--- src/rtl/mid_buffer_sched_pkg.sv ---
// mid_buf_pkg: geometry defaults, derived window counts, counter widths and
// the scheduler state encoding shared by the mid-buffer scheduler slice.
package mid_buf_pkg;

    localparam int ROWS_DEF  = 34;
    localparam int COLS_DEF  = 26;
    localparam int WIN_DEF   = 2;
    localparam int WROWS_DEF = ROWS_DEF / WIN_DEF;   // 17 window rows
    localparam int WCOLS_DEF = COLS_DEF / WIN_DEF;   // 13 window columns

    // Counter width for a range of n values; never collapses to zero bits.
    function automatic int cnt_w(input int n);
        return (n > 1) ? $clog2(n) : 1;
    endfunction

    localparam int ROW_W  = cnt_w(ROWS_DEF);   // 6
    localparam int COL_W  = cnt_w(COLS_DEF);   // 5
    localparam int WROW_W = cnt_w(WROWS_DEF);  // 5
    localparam int WCOL_W = cnt_w(WCOLS_DEF);  // 4

    typedef enum logic [1:0] {
        IDLE  = 2'd0,
        FILL  = 2'd1,
        DRAIN = 2'd2,
        DONE  = 2'd3
    } sched_state_t;

endpackage

--- src/rtl/mid_buffer_sched_if.sv ---
// mid_buffer_sched_if: pixel write side and window read side of the
// mid-buffer scheduler. slave = scheduler, master = upstream/downstream.
interface mid_buffer_sched_if;

    logic                          valid_in;
    logic                          in_ready;
    logic                          wr_en;
    logic [mid_buf_pkg::ROW_W-1:0] wr_row;
    logic [mid_buf_pkg::COL_W-1:0] wr_col;
    logic                          rd_valid;
    logic                          rd_ready;
    logic [mid_buf_pkg::ROW_W-1:0] rd_row_base;
    logic [mid_buf_pkg::COL_W-1:0] rd_col_base;
    logic                          win_last;
    logic                          frame_done;

    modport slave (
        input  valid_in, rd_ready,
        output in_ready, wr_en, wr_row, wr_col,
               rd_valid, rd_row_base, rd_col_base, win_last, frame_done
    );

    modport master (
        output valid_in, rd_ready,
        input  in_ready, wr_en, wr_row, wr_col,
               rd_valid, rd_row_base, rd_col_base, win_last, frame_done
    );

endinterface

--- src/rtl/mid_buffer_sched_raster_cnt.sv ---
// raster_cnt: row/column raster counter. Advances on en, wraps the column at
// COLS-1 into the next row, wraps to (0,0) after the last position. clr wins.
module raster_cnt #(
    parameter int ROWS = 2,
    parameter int COLS = 2,
    parameter int RW   = 1,
    parameter int CW   = 1
) (
    input  logic          clk,
    input  logic          rst,
    input  logic          clr,
    input  logic          en,
    output logic [RW-1:0] row,
    output logic [CW-1:0] col,
    output logic          last
);

    logic row_end;
    logic col_end;

    assign col_end = (col == CW'(COLS - 1));
    assign row_end = (row == RW'(ROWS - 1));
    assign last    = row_end & col_end;

    // Raster advance; the final position rolls back to the origin.
    always_ff @(posedge clk or posedge rst) begin
        if (rst) begin
            row <= '0;
            col <= '0;
        end else if (clr) begin
            row <= '0;
            col <= '0;
        end else if (en) begin
            if (col_end) begin
                col <= '0;
                row <= row_end ? '0 : row + 1'b1;
            end else begin
                col <= col + 1'b1;
            end
        end
    end

endmodule

--- src/rtl/mid_buffer_sched.sv ---
// mid_buffer_sched: fills the 32-channel mid buffer one pixel at a time in
// raster order, then walks WINxWIN windows toward the pooling stage.
// Optional feature macro: MID_SCHED_OVF_DET_EN adds a sticky ovf_err output
// flagging valid_in while the scheduler is not accepting pixels.
module mid_buffer_sched
    import mid_buf_pkg::*;
#(
    parameter int ROWS = ROWS_DEF,
    parameter int COLS = COLS_DEF,
    parameter int WIN  = WIN_DEF
) (
    input  logic                clk,
    input  logic                rst,
    input  logic                flush,
    mid_buffer_sched_if.slave   bus,
    output logic [1:0]          state
`ifdef MID_SCHED_OVF_DET_EN
    ,
    output logic                ovf_err
`endif
);

    localparam int WROWS = ROWS / WIN;
    localparam int WCOLS = COLS / WIN;
    localparam int WRW   = cnt_w(WROWS);
    localparam int WCW   = cnt_w(WCOLS);

    // Geometry must tile exactly into windows and fit the coordinate ports.
    if ((ROWS % WIN) != 0 || (COLS % WIN) != 0) begin : g_bad_tiling
        $error("mid_buffer_sched: ROWS/COLS must be multiples of WIN");
    end
    if (ROWS > (1 << ROW_W) || COLS > (1 << COL_W)) begin : g_bad_size
        $error("mid_buffer_sched: ROWS/COLS exceed coordinate width");
    end

    sched_state_t     state_q;
    logic             rdy_q;
    logic             rd_valid_q;
    logic             done_q;
    logic             fill_last;
    logic             win_last_c;
    logic             rd_fire;
    logic [WRW-1:0]   win_row;
    logic [WCW-1:0]   win_col;

    assign bus.in_ready   = rdy_q;
    assign bus.wr_en      = bus.valid_in & rdy_q;
    assign bus.rd_valid   = rd_valid_q;
    assign bus.frame_done = done_q;
    assign bus.win_last   = win_last_c & (state_q == DRAIN);
    assign rd_fire        = rd_valid_q & bus.rd_ready;
    assign state          = state_q;

    // Window bases are a fixed scaling of the registered window index.
    assign bus.rd_row_base = ROW_W'(int'(win_row) * WIN);
    assign bus.rd_col_base = COL_W'(int'(win_col) * WIN);

    // Buffer write coordinate; a flushed write is not counted.
    raster_cnt #(.ROWS(ROWS), .COLS(COLS), .RW(ROW_W), .CW(COL_W)) u_fill_cnt (
        .clk  (clk),
        .rst  (rst),
        .clr  (flush),
        .en   (bus.wr_en & ~flush),
        .row  (bus.wr_row),
        .col  (bus.wr_col),
        .last (fill_last)
    );

    // Window index; only a completed handshake advances it.
    raster_cnt #(.ROWS(WROWS), .COLS(WCOLS), .RW(WRW), .CW(WCW)) u_win_cnt (
        .clk  (clk),
        .rst  (rst),
        .clr  (flush),
        .en   (rd_fire & ~flush),
        .row  (win_row),
        .col  (win_col),
        .last (win_last_c)
    );

    // Frame sequencing with registered handshake flags.
    always_ff @(posedge clk or posedge rst) begin
        if (rst) begin
            state_q    <= IDLE;
            rdy_q      <= 1'b1;
            rd_valid_q <= 1'b0;
            done_q     <= 1'b0;
        end else if (flush) begin
            state_q    <= IDLE;
            rdy_q      <= 1'b1;
            rd_valid_q <= 1'b0;
            done_q     <= 1'b0;
        end else begin
            case (state_q)
                IDLE, FILL: begin
                    if (bus.wr_en) begin
                        if (fill_last) begin
                            state_q    <= DRAIN;
                            rdy_q      <= 1'b0;
                            rd_valid_q <= 1'b1;
                        end else begin
                            state_q <= FILL;
                        end
                    end
                end
                DRAIN: begin
                    if (rd_fire && win_last_c) begin
                        state_q    <= DONE;
                        rd_valid_q <= 1'b0;
                        done_q     <= 1'b1;
                    end
                end
                DONE: begin
                    state_q <= IDLE;
                    rdy_q   <= 1'b1;
                    done_q  <= 1'b0;
                end
                default: begin
                    state_q    <= IDLE;
                    rdy_q      <= 1'b1;
                    rd_valid_q <= 1'b0;
                    done_q     <= 1'b0;
                end
            endcase
        end
    end

`ifdef MID_SCHED_OVF_DET_EN
    // Sticky flag: upstream offered a pixel the scheduler could not take.
    always_ff @(posedge clk or posedge rst) begin
        if (rst)
            ovf_err <= 1'b0;
        else if (flush)
            ovf_err <= 1'b0;
        else if (bus.valid_in && !rdy_q)
            ovf_err <= 1'b1;
    end
`endif

endmodule

--- src/flat_wrapper.sv ---
// flat-port wrapper written by rule: the top's interface ports become plain ports
module mid_buffer_sched_flat import mid_buf_pkg::*;
#(
    parameter int ROWS = ROWS_DEF,
    parameter int COLS = COLS_DEF,
    parameter int WIN  = WIN_DEF
)
  (clk, rst, flush, state, bus_valid_in, bus_rd_ready, bus_in_ready, bus_wr_en, bus_wr_row, bus_wr_col, bus_rd_valid, bus_rd_row_base, bus_rd_col_base, bus_win_last, bus_frame_done);
  mid_buffer_sched_if bus_i ();
  input  logic clk;
  input  logic rst;
  input  logic flush;
  output logic [1:0] state;
  input wire logic [$bits(bus_i.valid_in)-1:0] bus_valid_in;
  input wire logic [$bits(bus_i.rd_ready)-1:0] bus_rd_ready;
  output wire logic [$bits(bus_i.in_ready)-1:0] bus_in_ready;
  output wire logic [$bits(bus_i.wr_en)-1:0] bus_wr_en;
  output wire logic [$bits(bus_i.wr_row)-1:0] bus_wr_row;
  output wire logic [$bits(bus_i.wr_col)-1:0] bus_wr_col;
  output wire logic [$bits(bus_i.rd_valid)-1:0] bus_rd_valid;
  output wire logic [$bits(bus_i.rd_row_base)-1:0] bus_rd_row_base;
  output wire logic [$bits(bus_i.rd_col_base)-1:0] bus_rd_col_base;
  output wire logic [$bits(bus_i.win_last)-1:0] bus_win_last;
  output wire logic [$bits(bus_i.frame_done)-1:0] bus_frame_done;
  assign bus_i.valid_in = bus_valid_in;
  assign bus_i.rd_ready = bus_rd_ready;
  assign bus_in_ready = bus_i.in_ready;
  assign bus_wr_en = bus_i.wr_en;
  assign bus_wr_row = bus_i.wr_row;
  assign bus_wr_col = bus_i.wr_col;
  assign bus_rd_valid = bus_i.rd_valid;
  assign bus_rd_row_base = bus_i.rd_row_base;
  assign bus_rd_col_base = bus_i.rd_col_base;
  assign bus_win_last = bus_i.win_last;
  assign bus_frame_done = bus_i.frame_done;
  mid_buffer_sched #(.ROWS(ROWS), .COLS(COLS), .WIN(WIN)) u_core (.clk(clk), .rst(rst), .flush(flush), .bus(bus_i), .state(state));
endmodule
--- config.mk ---
export PLATFORM = sky130hd
export DESIGN_NAME = mid_buffer_sched_flat
export DESIGN_NICKNAME = d
export VERILOG_FILES = /design/src/rtl/mid_buffer_sched_pkg.sv /design/src/rtl/mid_buffer_sched_if.sv /design/src/rtl/mid_buffer_sched_raster_cnt.sv /design/src/rtl/mid_buffer_sched.sv /design/src/flat_wrapper.sv
export SDC_FILE = /design/constraint.sdc
export NUM_CORES = 1
export LEC_CHECK = 0
export CORE_MARGIN = 5
export CORE_UTILIZATION = 50
export DETAILED_ROUTE_END_ITERATION = 8
export GPL_TIMING_DRIVEN = 0
export PLACE_DENSITY = 0.92
export SETUP_SLACK_MARGIN = 0.02
export SKIP_LAST_GASP = 1
export SLEW_MARGIN = 20
export SYNTH_ARGS = -nofsm -noshare
export SYNTH_HDL_FRONTEND = slang
export SYNTH_SLANG_ARGS = --single-unit
--- constraint.sdc ---
create_clock -name clk -period 3.05 [get_ports clk]
set_input_delay 0.61 -clock clk [delete_from_list [all_inputs] [get_ports clk]]
set_output_delay 0.61 -clock clk [all_outputs]
set_load 0.005 [all_outputs]
# Word-level counts from Yosys, hierarchy flattened

Index checks and enable logic that the tools add are counted.

Bitwise gates (word level): 8
Eq/ne operators: 10
$add $sub $neg: 4
Multiplexer cells: 31
Reductions and logical operators: 16

Operators by type and width:

| operator            | count |
|---|---|
| $mux 5              | 7 |
| $mux 6              | 4 |
| $mux 4              | 3 |
| $add 5x1->5 const B | 2 |
| $eq 5x5->1 const B  | 2 |
| $mux 1              | 9 |
| $reduce_bool 3->1   | 3 |
| $mux 2              | 4 |
| $reduce_and 2->1    | 4 |
| $reduce_bool 2->1   | 4 |
| $and 1x1->1         | 7 |
| $add 6x1->6 const B | 1 |
| $eq 6x6->1 const B  | 1 |
| $ne 3x2->1 const B  | 2 |
| $pmux 1 s2          | 3 |
| $pmux 2 s3          | 1 |
| $add 4x1->4 const B | 1 |
| $eq 2x2->1 const B  | 2 |
| $eq 4x4->1 const B  | 1 |
| $reduce_and 4->1    | 1 |
| $ne 3x3->1 const B  | 1 |
| $reduce_and 3->1    | 1 |
| $eq 2x1->1 const B  | 1 |
| $logic_not 2->1     | 1 |
| other kinds (3)     | 3 |

Logic and storage cells: 77
Register bits: 25
Input port bits: 5
Output and inout port bits: 29

# Longest topological paths before layout

Word-level depth: 6
Gate-level depth with buffers: 6
Depth with buffers taken out: 6

# By module

Synthesis repeated with hierarchy kept, for this count alone.

Cells, all modules: 157
Area total of the unflattened synthesis: 1498.9 um2

By module, submodules not included:

| module                         | times used | cells each | area each (um2) | seq. area each (um2) |
|---|---|---|---|---|
| raster_cnt (u_core.u_fill_cnt) | 1          | 70         | 684.4           | 275.3 |
| raster_cnt (u_core.u_win_cnt)  | 1          | 56         | 536.8           | 225.2 |
| mid_buffer_sched               | 1          | 31         | 277.8           | 126.4 |

# Worst setup path after synthesis

Ideal clock, no wire load.

Kind: register to output
Start point: reg u_core.u_win_cnt.col[0]
End point: out bus_win_last
Required time: 2440 ps
Path buffers: 0
Data arrival time: 1071 ps
Stages on the path, launching flop included: 5
Setup slack: 1369 ps
Cells stage by stage: dfrtp_1 > inv_1 > ha_1 > nand3_1 > nor3_1

Longest elaborated chain between the ends: 3

Ends and longest elaborated chain:

| element                | line                              | source |
|---|---|---|
| from (decl)            | mid_buffer_sched_raster_cnt.sv:14 | `output logic [CW-1:0] col,` |
| from (signal assigned) | mid_buffer_sched_raster_cnt.sv:38 | `col <= col + 1'b1;` |
| $eq 4x4->1             | mid_buffer_sched_raster_cnt.sv:21 | `assign col_end = (col == CW'(COLS - 1));` |
| $and 1x1->1            | mid_buffer_sched_raster_cnt.sv:23 | `assign last = row_end & col_end;` |
| $and 1x1->1            | mid_buffer_sched.sv:50            | `assign bus.win_last = win_last_c & (state_q == DRAIN);` |
| to (decl)              | flat_wrapper.sv:23                | `output wire logic [$bits(bus_i.win_last)-1:0] bus_win_last;` |

No other way between the ends.

# Worst setup path in the final report

Ends and elaborated chain as after synthesis.

==> results.toml <==
[power]
internal_power_uw = 424
leakage_nw = 0.756
power_uw = 578
seqPwrFrac_pct = 60.6
power_density_nw_per_um2 = 320
switching_share_pct = 26.6
comb_power_share_pct = 12.5
clkPwrFrac_pct = 26.9
power_switching_uw = 154
ir_drop_mv = 0.202

[logic_synthesis]
synth_edf_count = 0
ys.flop_type = "dfrtp_1"
synthTopCellsByArea = "dfrtp_1 42%, ha_1 7.0%, a21oi_1 4.2%"
ys_seq_elements = 25
yosys_warnings = 0
syn_area_sq_um = 1420
synth_cell_types = 41
async_flop_share_pct = 100
synthCells = 150
yosysSeqAreaShare_pct = 44.1
yosysTopAreaCell = "dfrtp_1"
synth.avg_cell_area_sq_um = 9.47
synth_top_area_share_pct = 42.3

[global_routing]
grt_pass1_wl_um = 5590
grt_pass1_vias = 1202
grt_start_max_net_pins = 26
grt_antenna_before_repair = 0
track_usage_pct = 16.4
overflow = 0

[timing]
rsz0062_at_grt = "false"
min_period_ns = 2.65
skew_ns = 0.00803
setup_viol = 0
tightest_slew_ns = 0.940
tns_ns = 0
hold_viol = 0
holdWs_ns = 0.580
fmax_mhz = 378
relSlewSlack_pct = 37.3
slew_violations = 0
period_share_pct = 86.8

[routing]
ant_nets = 0
vias = 1263
drt_first_pass_iters = 4
vias_per_cell = 5.82
drt-initial-drc-count = 76
routed_wl_um = 3220
wire_per_inst_um = 14.8
drc = 0

[clock_tree]
tritoncts = "yes"
clk_pin_slew_worst_paths_ns = 0.15
cts_root_buf = "clkbuf_4"
hold_buffers = 0
cts.sinks = 25
cts_setup_buffers = 0
htree_levels = 1
numCtsBuffers = 3
postCtsResizedCells = 0
cts_buffer_depth = 2
clock_latency_ns = 0.33

[flow_run]
max-cap-violations = 0

[layout]
syn_to_final_growth_pct = 27.0
drive_above_1_share_pct = 8.60
diodes = 0
layout_commonest_cell = "clkdlybuf4s50_1"
final_nets = 200
most-common-layout-cells = "31 x clkdlybuf4s50_1, 24 x dfrtp_1, 13 x nand2_1, 12 x a21oi_1"
fill_cells = 209
stdcell_count = 217
fin_util_pct = 65.9

[floorplanning]
die_area_sq_um = 4010
fp.coreArea_sq_um = 2730
die_height_um = 63.3
dieWidth_um = 63.3
pin_count = 34
start_util_pct = 51.9
rows = 19

[critical_path]
start_kind = "flop"
cp.arrival_ns = 2.04
cp_max_fo = 6
required_ns = 2.44
worstSetupEndpointType = "output port"
crit_type = "reg -> out"

[placed_design]
place_congestion = 0.823
dpl.cell_count = 213
port_buffers = 31
place_hpwl_um = 2450

[worst_hold_path]
hp-class = "reg -> reg"

[outcome]
status = "finished clean"
layout make-up:
| cell class | instances | area [sq um] | area share [%] |
|---|---|---|---|
| timing repair buffer | 31 | 310 | 17.2 |
| inverter | 10 | 37.5 | 2.08 |
| multi-input combinational | 112 | 729 | 40.5 |
| clock buffer | 3 | 22.5 | 1.25 |
| clock inverter | 1 | 7.51 | 0.416 |
| sequential | 25 | 627 | 34.8 |
| tap | 31 | 38.8 | 2.15 |
| buffer | 4 | 30.0 | 1.67 |
stage by stage:
step,cell area (sq um),worst slack [ns]
2_1_floorplan,1420,1.37
3_3_place_gp,1770,0.543
3_5_place_dp,1770,0.516
4_1_cts,1800,0.392
5_1_grt,1800,0.266
6_report,1800,0.404
metal layers:
layer | global-route usage [%] | vias to the layer above | wire (um)
li1 | - | 614 | -
met3 | 1.78 | 4 | 166
met5 | 0 | - | 0
met2 | 28.8 | 36 | 1650
met4 | 5.71 | 0 | 33
met1 | 20.7 | 609 | 1370
path summary, 6_finish.rpt:
check	from	end	slack (ns)	depth (start not counted)
min in group asynchronous	rst	u_core.u_win_cnt.row[1]	0.76	2
worst max register to register	u_core.u_fill_cnt.col[1]	u_core.u_fill_cnt.row[5]	1.26	6
worst min register to register	u_core.u_fill_cnt.row[3]	u_core.u_fill_cnt.row[3]	0.58	1
worst min-delay path	u_core.u_fill_cnt.row[3]	u_core.u_fill_cnt.row[3]	0.58	1
worst max-delay path	u_core.u_win_cnt.col[0]	bus_win_last	0.40	5
max in group asynchronous	rst	u_core.u_fill_cnt.row[3]	1.70	2
power by group through the flow:
stage / clock network, mW / registers, mW / logic [mW]
global placement: 0 / 0.355 / 0.0693
finish: 0.155 / 0.350 / 0.0721
floorplan: 0 / 0.355 / 0.0384
global route: 0.173 / 0.352 / 0.0802
CTS: 0.161 / 0.350 / 0.0726
detailed placement: 0 / 0.356 / 0.0725
critical path, cell delays in order, from the launching register on:
cell	delay, ns
dfrtp_1	0.46
inv_1	0.09
ha_1	0.20
nand3_1	0.19
nor3_1	0.22
clkdlybuf4s50_1	0.54
sequential cells by signal, summed over array words and instances, names as in the netlist:
signal and count:
u_core.state 2, u_core.u_fill_cnt.row 6, u_core.u_fill_cnt.col 5, u_core.u_win_cnt.col 4
u_core.bus.in_ready 1, u_core.bus.frame_done 1, u_core.u_win_cnt.row 5, u_core.bus.rd_valid 1
Yosys cell counts (all sizes together) (3+ instances only):
library cell,n
nor3,11
nor2,11
ha,8
nand2b,3
buf,3
nand3,11
nand2,14
a21oi,13
dfrtp,24
o21ai,9
inv,10
xnor2,3
cell families (layout without fill, tap and decap cells):
group	after synthesis	after routing	share of synthesized area [%]
flip-flops	25	25	44.1
adder cells (fa/ha/maj)	8	8	7.05
AO/OA/AOI/OAI	34	34	15.1
buffers and inverters	14	49	4.76
other	1	2	0.264
XOR/XNOR	3	3	1.85
multiplexers	1	1	0.793
AND/OR/NAND/NOR	64	64	26.1
Power figures use the tool's default switching activity.
